`src/rtl/fetch_ctrl.sv`:
```
`default_nettype none
// ============================================================================
//  Module      : fetch_ctrl
//  Description : Fetch sequencer and next-PC arbiter. Owns the program
//                counter, issues one instruction-memory request at a time
//                over a req/ready + rvalid handshake, and hands each fetched
//                word to decode. Redirects (trap, jump/branch) and halt are
//                folded into the PC selection here.
//  Revision    : 1.0 - initial release
// ============================================================================
module fetch_ctrl #(
   parameter int              XLEN         = 32,
   parameter logic [XLEN-1:0] RESET_VECTOR = 32'h0000_0000,
   parameter logic [XLEN-1:0] TRAP_VECTOR  = 32'h0000_0100
) (
   input  logic            clk,
   input  logic            reset,
   input  logic            stall,
   input  logic            j_signal,
   input  logic [XLEN-1:0] jump,
   input  logic            trap,
   input  logic            halt,
   output logic            imem_req,
   output logic [XLEN-1:0] imem_addr,
   input  logic            imem_ready,
   input  logic            imem_rvalid,
   input  logic [31:0]     imem_rdata,
   output logic [XLEN-1:0] out,
   output logic            instr_valid,
   output logic [31:0]     instr,
   output logic [XLEN-1:0] instr_pc,
   output logic            misaligned
);

   // Canonical NOP (addi x0, x0, 0) presented to decode before the first fetch.
   localparam logic [31:0]     c_nop  = 32'h0000_0013;
   localparam logic [XLEN-1:0] c_four = XLEN'(4);

   typedef enum logic [2:0] {
      S_BOOT   = 3'd0,
      S_IDLE   = 3'd1,
      S_REQ    = 3'd2,
      S_RESP   = 3'd3,
      S_HALTED = 3'd4
   } state_t;

   state_t          r_state;
   logic [XLEN-1:0] r_pc;
   logic [XLEN-1:0] r_pending;
   logic            r_kill;
   logic            r_halt;
   logic            r_req;
   logic            r_instr_valid;
   logic [31:0]     r_instr;
   logic [XLEN-1:0] r_instr_pc;
   logic            r_misaligned;

   logic            w_redirect;
   logic            w_jmp_mis;
   logic [XLEN-1:0] w_target;
   logic            w_halt;
   logic [XLEN-1:0] w_pc_inc;

   // Next-PC arbitration: trap beats jump; a misaligned jump target is
   // turned into a trap so decode never sees a half-word PC.
   always_comb begin
      w_redirect = trap | j_signal;
      w_jmp_mis  = j_signal & ~trap & (jump[1:0] != 2'b00);
      w_target   = (trap | w_jmp_mis) ? TRAP_VECTOR : jump;
      w_halt     = r_halt | halt;
      w_pc_inc   = r_pc + c_four;
   end

   // Fetch sequencer: state, PC, pending redirect, halt latch and all outputs.
   always_ff @(posedge clk or posedge reset) begin
      if (reset) begin
         r_state       <= S_BOOT;
         r_pc          <= RESET_VECTOR;
         r_pending     <= RESET_VECTOR;
         r_kill        <= 1'b0;
         r_halt        <= 1'b0;
         r_req         <= 1'b0;
         r_instr_valid <= 1'b0;
         r_instr       <= c_nop;
         r_instr_pc    <= '0;
         r_misaligned  <= 1'b0;
      end else begin
         r_instr_valid <= 1'b0;
         r_misaligned  <= 1'b0;

         // halt is sticky; it only stops new requests from being issued
         if (halt) begin
            r_halt <= 1'b1;
         end

         // A misaligned jump is reported whenever a redirect is honoured,
         // which is every state except HALTED.
         if (r_state != S_HALTED) begin
            r_misaligned <= w_jmp_mis;
         end

         case (r_state)
            S_BOOT: begin
               r_req <= 1'b0;
               if (w_redirect) begin
                  r_pc <= w_target;
               end
               r_state <= S_IDLE;
            end

            S_IDLE: begin
               // Nothing outstanding, so a redirect can move the PC directly.
               // It takes this cycle; the request goes out next cycle.
               if (w_redirect) begin
                  r_pc <= w_target;
               end else if (w_halt) begin
                  r_state <= S_HALTED;
               end else if (!stall) begin
                  r_req   <= 1'b1;
                  r_state <= S_REQ;
               end
            end

            S_REQ: begin
               // The address must stay stable until accepted, so redirects
               // are parked and the in-flight response is marked for killing.
               if (w_redirect) begin
                  r_pending <= w_target;
                  r_kill    <= 1'b1;
               end
               if (imem_ready) begin
                  r_req   <= 1'b0;
                  r_state <= S_RESP;
               end
            end

            S_RESP: begin
               if (imem_rvalid) begin
                  if (w_redirect) begin
                     // Redirect coincides with the response: drop the word.
                     r_pc   <= w_target;
                     r_kill <= 1'b0;
                  end else if (r_kill) begin
                     r_pc   <= r_pending;
                     r_kill <= 1'b0;
                  end else begin
                     r_instr_valid <= 1'b1;
                     r_instr       <= imem_rdata;
                     r_instr_pc    <= r_pc;
                     r_pc          <= w_pc_inc;
                  end
                  r_state <= w_halt ? S_HALTED : S_IDLE;
               end else if (w_redirect) begin
                  r_pending <= w_target;
                  r_kill    <= 1'b1;
               end
            end

            S_HALTED: begin
               r_req <= 1'b0;
            end

            default: begin
               r_req   <= 1'b0;
               r_state <= S_BOOT;
            end
         endcase
      end
   end

   assign imem_req    = r_req;
   assign imem_addr   = r_pc;
   assign out         = r_pc;
   assign instr_valid = r_instr_valid;
   assign instr       = r_instr;
   assign instr_pc    = r_instr_pc;
   assign misaligned  = r_misaligned;

endmodule
`default_nettype wire

```
`config.mk`:
```
export PLATFORM = sky130hd
export DESIGN_NAME = fetch_ctrl
export DESIGN_NICKNAME = d
export VERILOG_FILES = /design/src/rtl/fetch_ctrl.sv
export SDC_FILE = /design/constraint.sdc
export NUM_CORES = 1
export LEC_CHECK = 0
export ABC_AREA = 1
export ABC_CLOCK_PERIOD_IN_PS = 5350
export CAP_MARGIN = 5
export CORE_MARGIN = 1
export CORE_UTILIZATION = 30
export DETAILED_ROUTE_END_ITERATION = 6
export MAX_ROUTING_LAYER = met4
export SLEW_MARGIN = 20
export SYNTH_ARGS = -nofsm -noshare
export SYNTH_HDL_FRONTEND = slang
export SYNTH_SLANG_ARGS = --single-unit
export TNS_END_PERCENT = 5
```
`constraint.sdc`:
```
create_clock -name clk -period 5.35 [get_ports clk]
set_clock_uncertainty 0.05 [all_clocks]
set_input_delay 0.8025 -clock clk [delete_from_list [all_inputs] [get_ports clk]]
set_output_delay 0.8025 -clock clk [all_outputs]
set_load 0.02 [all_outputs]
```
==> results of run 1 <==
[routing by layer]
layer,vias to the layer above,routed length [um],track usage
met3,17,1130,0.0340
met1,3027,9880,0.245
li1,3237,-,-
met5,-,0,-
met2,209,9340,0.273
met4,0,293,0.0533
[state kept, by name, summed over array words and instances, names as in the netlist]
register and cells:
imem_addr 32, imem_req 1, instr 32, instr_pc 32, instr_valid 1, misaligned 1, r_halt 1, r_kill 1
r_pending 32, r_state 3
[critical path: cells and delay by family]
family / cells / cell delay [ns]
compound gates: 1 / 0.10
simple gates: 5 / 1.25
buf+inv: 6 / 1.67
[per-stage QoR]
stage	area, um2	setup slack, ns	power [mW]	utilization	cells
floorplan	7040	0.863	3.31	-	941
global placement	9050	1.31	4.34	0.396	1392
detailed placement	9050	1.21	4.37	0.396	1392
CTS	9670	1.67	5.61	0.423	1424
global route	9670	1.33	5.93	0.423	1424
finish	9670	1.69	5.57	0.423	1424
[cell usage in the layout (no fill, tap or decap), types with 2 or more instances in the layout]
cell type and n:
sky130_fd_sc_hd__nand2_1 323, sky130_fd_sc_hd__clkdlybuf4s50_1 202, sky130_fd_sc_hd__dfrtp_1 133, sky130_fd_sc_hd__inv_1 105
sky130_fd_sc_hd__nor2_1 89, sky130_fd_sc_hd__o21ai_0 68, sky130_fd_sc_hd__nand3_1 46, sky130_fd_sc_hd__a21oi_1 37
sky130_fd_sc_hd__clkbuf_16 17, sky130_fd_sc_hd__o21ai_1 16, sky130_fd_sc_hd__a22oi_1 8, sky130_fd_sc_hd__a21boi_0 8
sky130_fd_sc_hd__o211ai_1 5, sky130_fd_sc_hd__inv_6 5, sky130_fd_sc_hd__o2111ai_1 4, sky130_fd_sc_hd__o21ai_2 4
sky130_fd_sc_hd__buf_4 4, sky130_fd_sc_hd__inv_2 3, sky130_fd_sc_hd__o22ai_1 3, sky130_fd_sc_hd__bufinv_16 3
sky130_fd_sc_hd__clkinvlp_4 3, sky130_fd_sc_hd__dfstp_2 3, sky130_fd_sc_hd__nor2_8 2, sky130_fd_sc_hd__xor2_1 2
sky130_fd_sc_hd__and2_1 2, sky130_fd_sc_hd__nor3_1 2, sky130_fd_sc_hd__clkbuf_8 2
[power by group]
part	internal [mW]	total, mW	leakage, nW	switching [mW]
sequential	1.43	1.83	1.77	0.399
clock	0.764	1.22	0.294	0.460
combinational	1.06	2.52	2.36	1.46
[cell families after synthesis]
family,after synthesis,share of synthesized area
compound gates,153,0.121
xor+xnor,3,0.00374
fa+ha+maj,1,0.00178
buf+inv,179,0.121
flops,136,0.484
simple gates,469,0.268
[worst max path at each step]
stage	start	endpoint	slack, ns
3_3_place_gp	trap	instr_pc[21]	1.31
5_1_grt	trap	instr_pc[22]	1.33
4_1_cts	j_signal	instr_pc[24]	1.67
2_1_floorplan	reset	imem_addr[0]	0.86
3_5_place_dp	trap	instr_pc[24]	1.21
6_report	trap	instr_pc[24]	1.69
[layout make-up]
type / count / area share
clock buffers: 20 / 0.0472
clock inverters: 12 / 0.0167
inverters: 111 / 0.0439
multi-input cells: 626 / 0.287
flip-flops and latches: 136 / 0.352
well taps: 313 / 0.0405
repair buffers: 206 / 0.212
==> results.txt, run 1 <==
The ratio of final minimum period to clock period is 0.684. The Yosys step of the flow raised 0 warnings. The die area came out at 24100 um2. The H-tree generated during clock tree synthesis spans 4 levels. The tool flagged a number of max-cap violations equal to 0. The number of setup buffers added after CTS is 0. The maximum clock rate is about 0.27 GHz. In this run the clock root is driven by a sky130_fd_sc_hd__clkbuf_16. At the pin with the least slew margin, the transition time is 1.05 ns. After synthesis, the share of flip-flops with an asynchronous set or reset is 1.00. The iteration-0 DRC count of the detailed router is 432. The initial utilization of the core area, before any placement, comes to 0.308. The final count of hold timing violations is 0. The number of antenna violations at the first check in global routing came out at 0. The final weighted congestion in routability-driven placement is about 0.87. The worst IR drop on VDD is 0.000240 V. After clock tree synthesis, the clock-pin slew on the worst setup and hold paths is approximately 0.060 ns. The later-pin clock latency in the skew report came out at 0.42 ns. The final wirelength came out at 20600 um. The endpoint of the worst hold-timing path is instr_pc[9].

Sorting the synthesized cells by area gives the leading types as sky130_fd_sc_hd__dfrtp_1, sky130_fd_sc_hd__nand2_1, sky130_fd_sc_hd__inv_1. STA classifies the critical path endpoint as a register. The count of antenna-violating nets left after detailed routing is 0.

From left edge to right edge, the die measures 155 um. The number of max-slew violations in the final report is 0. Summed over all layers, the global routing overflow is 0. In this design, the critical path's most frequently occurring cell is sky130_fd_sc_hd__inv_2. The via count of the first global-routing pass is around 6.0k. The endpoint arrival time on the critical path is about 3.9 ns. The number of sinks on the clock net came out at 136.

The hold path startpoint is instr_pc[9]. Power spread over the standard cell area amounts to 576 nW/um2. The total half-perimeter wirelength after legalization and detailed placement is between 15000 and 20000 um.

The normalized max-slew margin is 0.297. The net count of the mapped netlist came out at a little over 1k. The synthesis-to-finish area growth is 37.5%. The via total after detailed routing came out at 6490.

The flip-flop and latch area is roughly 3400 um2. The pin count of the biggest net entering global routing came out at 108. The largest area contributor in the synthesized netlist is sky130_fd_sc_hd__dfrtp_1. 203 I/O pins were placed. Each instance of the synthesized netlist takes up on average 7.48 um2.

Sorting the synthesized cells by how often they occur yields sky130_fd_sc_hd__nand2_1, sky130_fd_sc_hd__dfrtp_1, sky130_fd_sc_hd__inv_1, sky130_fd_sc_hd__nor2_1, sky130_fd_sc_hd__o21ai_0. The worst hold path depth came out at 2. The largest driver fanout on the critical path is 66.

On the worst path, the slowest cell contributes a delay of 0.45 ns. Of the synthesized area, sequential elements account for 0.484. TritonCTS built the clock tree. The final worst hold slack came out at 0.418 ns. Counting flops with a built-in enable in the synthesized netlist gives 0. The area of the multi-input gates is 2780 um2. The top-area cell type share of the netlist area came out at 0.473.

The worst register-to-register path ends at instr_pc[24]. For flop-to-flop paths, the worst setup slack is roughly 2.2 ns. The most instantiated library cell after synthesis is sky130_fd_sc_hd__nand2_1. For this run, the leading register cell type out of synthesis is sky130_fd_sc_hd__dfrtp_1.

The worst setup path is launched from an input pin. The first TritonRoute pass finished after 5 iterations. The fill cell total of the finished layout is 2340.

The number of setup violations in the final report came out at 0. The number of diodes added for antenna fixing came out at 0. Setup repair after global routing left no endpoint under its margin. The worst register-to-register path begins at r_state[2]. In this run the vertical extent of the chip is 155 um. Using the TritonRoute via totals, the vias-per-cell ratio works out to roughly 4.6.

The number of port buffers came out at 202. Buffers inserted to repair hold after CTS numbered 0. The overall fraction of global-route tracks in use came out at 0.181.

The aggregate negative setup slack came out at 0 ns. The clock passes through at most 2 buffers. The depth of the most critical reg-to-reg path is 11. The post-layout net count came out at 1171. The final routed DRC violation total is 0. The first global-routing pass estimated between 30000 and 40000 um of wire.

The total clock buffers created by CTS came out at 17. The path class of the tightest hold or removal check is register to register. The core area is between 20000 and 25000 um2. The minimum clock period after layout came out at 3.66 ns.

The synthesis-stage register bit count came out at roughly 140. The flow ran to the end, and the final reports show no timing, DRC or antenna violations. The critical path required time is between 5 and 6 ns. The leakage power is 4.42 nW. The post-cts gate resize count came out at 0. Walking the worst path, the cells encountered are clkdlybuf4s50_1 -> nor2_2 -> inv_2 -> nor2_8 -> inv_4 -> nor2_4 -> inv_2 -> nor2_8 -> inv_2 -> buf_4 -> nand2_1 -> o21ai_0.

The number of unique standard cell types used by synthesis is 33. The critical setup path kind is input pin to register. The share of post-route cells with drive strength above 1 is 0.0477. The floorplan has 55 rows.

The synthesized instance count is 941. The cell with the biggest individual delay on the critical path is sky130_fd_sc_hd__clkdlybuf4s50_1. The wire length per cell came out at approximately 14 um. The cell area after synthesis is around 7000 um2.
Note: power is estimated with default switching activity, not from simulation.
==> run 2: changes to the inputs <==
- ABC_CLOCK_PERIOD_IN_PS: 5350 -> 3800
- clock period: 5.35 -> 3.8 ns (I/O delays scaled with it)
==> run 2 against run 1 <==
Clock-buffer cell count increased by 1. Core utilization increased by 0.20 points. Sequential power increased by 40%. Clock power increased by 39%. Sequential cell count unchanged. Via count decreased by 1.7%. Cell count increased by 0.28%. Die area unchanged. Critical path type unchanged. Highest routed layer unchanged.
==> results.txt, run 2 (synthesis results as in run 1) <==
The number of max-slew violations in the final report is 0 (unchanged). The commonest non-fill, non-tap cell in the layout was sky130_fd_sc_hd__nand2_1 (unchanged). Most used cells in the layout excluding fill and tap cells: sky130_fd_sc_hd__nand2_1, sky130_fd_sc_hd__clkdlybuf4s50_1, sky130_fd_sc_hd__dfrtp_1 (unchanged). The leakage power is 4.45 nW (was 4.42 nW). The aggregate negative setup slack came to 0 ns (unchanged). The final weighted congestion in routability-driven placement is 0.905 (was 0.871). The post-layout net count came out at 1175 (was 1171). Status: complete, no violations (unchanged).

The clock root buffer is sky130_fd_sc_hd__clkbuf_16 (unchanged). The final count of hold timing violations is 0 (unchanged). The launching point of the worst reg2reg path is r_state[2] (unchanged). The power per cell area is 803 nW/um2 (was 576 nW/um2). The wire length per cell is 14.5 um (about the same). The number of setup buffers added after CTS is 0 (unchanged). The endpoint of the most critical register-to-register path is instr_pc[26] (was instr_pc[24]).

The number of H-tree levels is 4 (unchanged). The count of antenna-violating nets left after detailed routing came out at 0 (unchanged). The number of setup violations in the final report came out at 0 (unchanged).

The global-route wire length before repair came out at 33500 um (was 32800 um). The critical path required time came out at 4.04 ns (was 5.56 ns). The number of top-level design ports is 203 (unchanged).

The family with the most delay on the worst path is buffers and inverters (unchanged). The cell count after placement was 1396 (was 1392). The final wirelength is 20700 um (was 20600 um). The cell with the biggest individual delay on the critical path is sky130_fd_sc_hd__clkdlybuf4s50_1 (unchanged).

The endpoint kind of the worst setup timing path was a register (unchanged). The row count is 55 (unchanged). The ratio of final minimum period to clock period came out at 0.723. The stage delay of the slowest cell on the critical path came out at 0.43 ns (was 0.45 ns). Cell-by-cell trace of the critical path: clkdlybuf4s50_1 -> nor2_2 -> inv_2 -> nor2_8 -> inv_4 -> nor2_4 -> inv_2 -> nor2_8 -> inv_2 -> buf_12 -> nand2_1 -> o21ai_0 (was clkdlybuf4s50_1 -> nor2_2 -> inv_2 -> nor2_8 -> inv_4 -> nor2_4 -> inv_2 -> nor2_8 -> inv_2 -> buf_4 -> nand2_1 -> o21ai_0). The highest metal layer used by the detailed router is met4 (unchanged).

The type of the most critical hold path was register to register (unchanged). The endpoint of the worst hold-timing path is instr[4] (was instr_pc[9]). The global route total overflow came out at 0 (unchanged). RSZ-0062 raised after global routing: false (unchanged).

The total half-perimeter wirelength after legalization and detailed placement came out at 15400 um (was 15300 um). The die area came out at 24100 um2 (unchanged). The largest driver fanout on the critical path was 71 (was 66). The final routed DRC violation total is 0 (unchanged). The number of sinks on the clock net is 136 (unchanged).

The nature of the critical path startpoint is an input pin (unchanged). The endpoint arrival time on the critical path is 2.98 ns (was 3.88 ns). The worst hold path depth is 2 (unchanged). The iteration-0 DRC count of the detailed router was 437 (was 432).

The height of the die came out at 155 um (unchanged). The cell seen most often among critical-path stages is sky130_fd_sc_hd__inv_2 (unchanged). The wire length on met2 was 9450 um (was 9340 um). The number of port buffers came out at 202 (unchanged). The core area came to 22800 um2 (unchanged). The worst-case clock buffer depth was 2 (unchanged). The post-cts gate resize count is 0 (unchanged). The width of the die is 155 um (unchanged). The depth of the most critical reg-to-reg path came out at 11 (unchanged). The routed wire length on met3 was 1180 um (was 1130 um). The count of max-cap constraint violations came out at 0 (unchanged). The normalized max-slew margin is 0.487 (was 0.297). The overall fraction of global-route tracks in use came out at 0.184 (was 0.181). The quantity of hold-fixing buffers added after cts was 0 (unchanged). Counting I/O delays and the setup requirement, the final critical path takes 2.75 ns. The maximum clock rate is ~0.36 GHz. The reg-to-reg setup timing slack is 1.37 ns (was 2.23 ns).

The number of diodes added for antenna fixing is 0 (unchanged). The clock-pin slew of the registers on the worst-case setup and hold paths came to 0.06 ns (about the same). The via count of the first global-routing pass came out at 6236 (was 6035). The number of standard cells in the layout, taps in and fillers out is 1428 (was 1424). The critical setup path kind is input pin to register (unchanged). The critical path depth was 12 (unchanged). The CTS tree is built (unchanged). The synthesis-to-finish area growth was 38.1% (was 37.5%). The sum of routed wire segments on met1 is 9820 um (was 9880 um). The pin count of the biggest net entering global routing came to 72 (was 108). The effective utilization at floorplan was 0.308 (unchanged). The transition at the pin with the smallest max-transition slack was 0.767 ns (was 1.05 ns). The hold path startpoint is instr[4] (was instr_pc[9]). The worst IR drop on VDD came to 0.000304 V (was 0.000240 V).

The via total after detailed routing was 6380 (was 6490). The sum of buffers and inverters on the critical path came out at 6 (unchanged). The later-pin clock latency in the skew report came out at 0.42 ns (about the same). The total clock buffers created by CTS is 17 (unchanged). The share of post-route cells with drive strength above 1 is 0.0493 (was 0.0477). The detailed-routing iteration count for the pre-antenna-repair pass came out at 5 (unchanged). The number of antenna violations at the first check in global routing is 0 (unchanged). The average vias per placed instance is 4.47 (was 4.56).
==> run 2: cell count changes in the layout (fill, tap and decap cells not counted) <==
cell / previous run / this run
sky130_fd_sc_hd__buf_4: 4 / 5
sky130_fd_sc_hd__clkbuf_8: 2 / 1
sky130_fd_sc_hd__clkinv_2: 1 / 3
sky130_fd_sc_hd__clkbuf_1: 1 / 3
sky130_fd_sc_hd__inv_6: 5 / 2
sky130_fd_sc_hd__buf_12: 0 / 3
==> run 2: final cells by class <==
type                    count  area (um2)
repair buffers            210        2120
clock inverters            11         146
flip-flops and latches    136        3410
multi-input cells         626        2780
clock buffers              21         450
fillers                  2370       13100
inverters                 111         423
well taps                 313         392
==> run 2: worst reg2reg max path, delay by kind of cell, from the launching register on <==
| family | cells | cell delay, ns |
|---|---|---|
| buf+inv | 5 | 0.91 |
| compound gates | 1 | 0.08 |
| flops | 1 | 0.38 |
| simple gates | 5 | 0.88 |
==> run 2: layer usage <==
| layer | up-vias | GRT usage |
|---|---|---|
| met1 | 2913 | 0.244 |
| met4 | 0 | 0.0537 |
| met3 | 20 | 0.0368 |
| met5 | - | - |
| li1 | 3245 | - |
| met2 | 202 | 0.285 |
==> run 2: per-stage QoR <==
stage | setup WS [ns] | area, um2 | hold WS [ns] | utilization | power, mW
floorplan | 1.49 | 7040 | 0.399 | - | 4.66
global placement | 0.690 | 9120 | 0.401 | 0.399 | 6.12
detailed placement | 0.613 | 9120 | 0.407 | 0.399 | 6.15
CTS | 1.05 | 9720 | 0.418 | 0.425 | 7.88
global route | 0.789 | 9720 | 0.435 | 0.425 | 8.34
finish | 1.05 | 9720 | 0.415 | 0.425 | 7.80
==> run 2: where the power goes <==
part / switching (mW) / leakage, nW / internal (mW)
logic: 2.05 / 2.39 / 1.50
registers: 0.558 / 1.77 / 2.01
clock network: 0.636 / 0.288 / 1.05
total: 3.24 / 4.45 / 4.56
==> run 2: how the worst max path moves through the flow <==
stage          startpoint  slack, ns            to
2_1_floorplan       reset       1.49  imem_addr[0]
3_3_place_gp         trap       0.69  instr_pc[24]
3_5_place_dp     j_signal       0.61  instr_pc[24]
4_1_cts          j_signal       1.05  instr_pc[26]
5_1_grt              trap       0.79  instr_pc[26]
6_report         j_signal       1.05  instr_pc[26]
==> RTL change 1: new RTL, flow settings as in run 1 <==
Encoding of `state_t`: now one-hot (5 bits for 5 states).
--- a/src/rtl/fetch_ctrl.sv
+++ b/src/rtl/fetch_ctrl.sv
@@ -36,12 +36,12 @@
    localparam logic [31:0]     c_nop  = 32'h0000_0013;
    localparam logic [XLEN-1:0] c_four = XLEN'(4);
 
-   typedef enum logic [2:0] {
-      S_BOOT   = 3'd0,
-      S_IDLE   = 3'd1,
-      S_REQ    = 3'd2,
-      S_RESP   = 3'd3,
-      S_HALTED = 3'd4
+   typedef enum logic [4:0] {
+      S_BOOT   = 5'b00001,
+      S_IDLE   = 5'b00010,
+      S_REQ    = 5'b00100,
+      S_RESP   = 5'b01000,
+      S_HALTED = 5'b10000
    } state_t;
 
    state_t          r_state;
Function: same outputs for any inputs over 4 cycles, from zero or initial values and one cycle with reset high; so few cycles prove little.
==> RTL change 1 against run 1 <==
Routed wire length up 3.8%; sequential power down 22%; first-iteration DRC count up 34%; sequential cell count up 2; area after synthesis up 3.2%; via count up 1.6%; design area up 1.7%; worst setup slack better by 0.77 ns; total power down 23%; maximum frequency up 27%; critical path type unchanged.
==> RTL change 1: results <==
set metrics [dict create \
    crit_end "imem_addr[3]" \
    synth-xor-area-share_pct 0.965 \
    clock.fmax_mhz 346 \
    drtIter0Drc 578 \
    synth_common_cells "370 x nand2_1, 134 x dfrtp_1, 130 x nor2_1" \
    syn-num-nets 1054 \
    grt_use_total_pct 18.0 \
    r2r_slack_ns 2.83 \
    ys_top_cells_by_area "dfrtp_1 46%, nand2_1 19%, nor2_1 6.7%" \
    post_drt_wl_per_cell_microns 14.6 \
    synth_cell_type_count 37 \
    p_leak_nw 4.63 \
    status "finished clean" \
    routabilityCongestion 0.859 \
    critPathTopFamily "simple AND/OR/NAND/NOR gates" \
    final_nets 1208 \
    worstReg2RegStart "r_state[0]" \
    grt_max_degree 103 \
    max_stage_delay_ns 0.71 \
    synth_compound_area_share_pct 8.85 \
    cp_max_fo 49 \
    place_area_sq_um 9230 \
    crit_start "j_signal" \
    grt_pass1_wl_mm 33.1 \
    grt_pass1_vias 6072 \
    hold_slack_ns 0.415 \
    syn_area_per_cell_sq_um 7.40 \
]
RTL change 1: logic make-up after synthesis:
group	count (synthesis)
AND/OR/NAND/NOR	566
buffers and inverters	151
flip-flops	138
AO/OA/AOI/OAI	116
XOR/XNOR	8
multiplexers	1
adder cells (fa/ha/maj)	1
RTL change 1: layout make-up:
cell class                 count  area [sq um]
clock inverter                11           143
clock buffer                  21           470
timing repair buffer         205          2040
fill                        2404         13800
inverter                      81           312
sequential                   138          3460
multi-input combinational    692          3010
tap                          319           399
RTL change 1: power by group through the flow:
stage	logic [W]	registers, W	clock network, W
3_3_place_gp	0.00160	0.00145	0
4_1_cts	0.00161	0.00143	0.00125
2_1_floorplan	0.000908	0.00151	0
3_5_place_dp	0.00160	0.00145	0
6_report	0.00161	0.00143	0.00122
5_1_grt	0.00175	0.00146	0.00129
RTL change 1: metal layers:
layer,vias to the layer above,global-route usage [%],wire length [microns]
met5,-,-,0
met4,0,4.99,344
met3,26,3.42,1220
met2,210,26.6,9330
met1,3034,24.9,10500
li1,3327,-,-
==> RTL change 2: new RTL, settings of run 1 <==
Without the edit above. Change the parameter `XLEN` from 32 to 16.
--- a/src/rtl/fetch_ctrl.sv
+++ b/src/rtl/fetch_ctrl.sv
@@ -9,7 +9,7 @@
 //  Revision    : 1.0 - initial release
 // ============================================================================
 module fetch_ctrl #(
-   parameter int              XLEN         = 32,
+   parameter int              XLEN         = 16,
    parameter logic [XLEN-1:0] RESET_VECTOR = 32'h0000_0000,
    parameter logic [XLEN-1:0] TRAP_VECTOR  = 32'h0000_0100
 ) (
Ports: changed (resized imem_addr, instr_pc, jump and out); port bits go from 203 to 139. No check against the original RTL was run, so the function may have changed too.
==> RTL change 2 against run 1 <==
Routed wire length shrank 45%; global-route usage shrank 1.2 points; sequential share of layout area grew 2.2 points; maximum frequency grew 28%; sequential cell count shrank 48; total power shrank 73%; first-iteration DRC count shrank 32%; worst setup slack gained 0.79 ns; critical endpoint is now instr[15]; critical path type unchanged; critical path depth shrank 4; design area shrank 39%; count of clock-buffer cells in the layout shrank 11; area after synthesis shrank 40%; largest cell class unchanged; register-to-register slack gained 0.69 ns.
==> RTL change 2: results <==
set metrics [dict create \
    status "finished clean" \
    viasPerCell 4.62 \
    synth_compound_area_share_pct 9.38 \
    r2r_slack_ns 2.92 \
    synth_fa_ha_area_share_pct 0.299 \
    hp-start "r_pending[1]" \
    drive_gt1_share_pct 5.40 \
    synth-xor-area-share_pct 0.209 \
    yosysSeqAreaShare_pct 52.7 \
    grt_pass1_wl_mm 18.5 \
    cts_max_level 3 \
    fin_cells 824 \
    grt_use_total_pct 16.8 \
    p_leak_nw 2.77 \
    reg2reg_depth 8 \
    hpwl_mm 8.20 \
    syn-num-nets 583 \
    arrival_ns 3.05 \
    drtIter0Drc 293 \
    synth_cell_type_count 36 \
    slew-limit-headroom_pct 53.7 \
    worstReg2RegStart "r_state[0]" \
    grt_pass1_vias 3646 \
    vdd_drop_max_mv 0.123 \
    place_area_sq_um 5590 \
    slowest_stage "clkinv_2" \
    placed_cells 808 \
    portBuffers 138 \
    max_stage_delay_ns 0.58 \
    syn_area_per_cell_sq_um 7.96 \
    insertion_delay_ns 0.35 \
    fill_cells 1327 \
]
## RTL change 2: worst max-delay path by stage
stage	start	endpoint	cells after the start
final	trap	instr[15]	8
after CTS	trap	instr[30]	8
after global placement	trap	instr[3]	8
after floorplan	reset	imem_addr[0]	1
after global routing	trap	instr[10]	8
after detailed placement	trap	instr[30]	8
## RTL change 2: cell families (layout without fill, tap and decap cells)
family          count (synthesis)  in the layout
simple gates                  280            280
flops                          88             88
buf+inv                        83            205
compound gates                 73             73
fa+ha+maj                       1              1
xor+xnor                        1              1
## RTL change 2: tightest hold or removal path, cell delays in order, from the launching register on
cell     delay (ns)
dfrtp_1        0.34
nand2_1        0.05
inv_1          0.04
## RTL change 2: layer usage
metal,GRT usage [%],vias up,wire length [microns]
li1,-,1877,-
met2,25.3,139,5050
met5,-,-,0
met3,4.42,10,900
met1,22.3,1777,5280
met4,4.77,0,114
## RTL change 2: through the flow
stage / setup WS, ns / utilization (%) / power, W
finish: 2.48 / 43.9 / 0.00153
global route: 2.24 / 43.9 / 0.00159
CTS: 2.49 / 43.8 / 0.00154
detailed placement: 2.11 / 41.5 / 0.000881
global placement: 2.18 / 41.5 / 0.000881
floorplan: 2.22 / - / 0.000791
## RTL change 2: layout make-up
class	count	share of cell area, %
well taps	176	3.73
multi-input cells	355	26.8
flip-flops and latches	88	37.4
repair buffers	139	23.5
inverters	50	3.24
clock buffers	9	3.82
clock inverters	7	1.46
## RTL change 2: power groups by stage
stage	Combinational, W	Clock [W]	Sequential, W
after floorplan	0.0000735	0	0.000718
after global placement	0.000165	0	0.000715
after detailed placement	0.000165	0	0.000716
after CTS	0.000166	0.000675	0.000703
after global routing	0.000181	0.000704	0.000705
final	0.000164	0.000661	0.000703
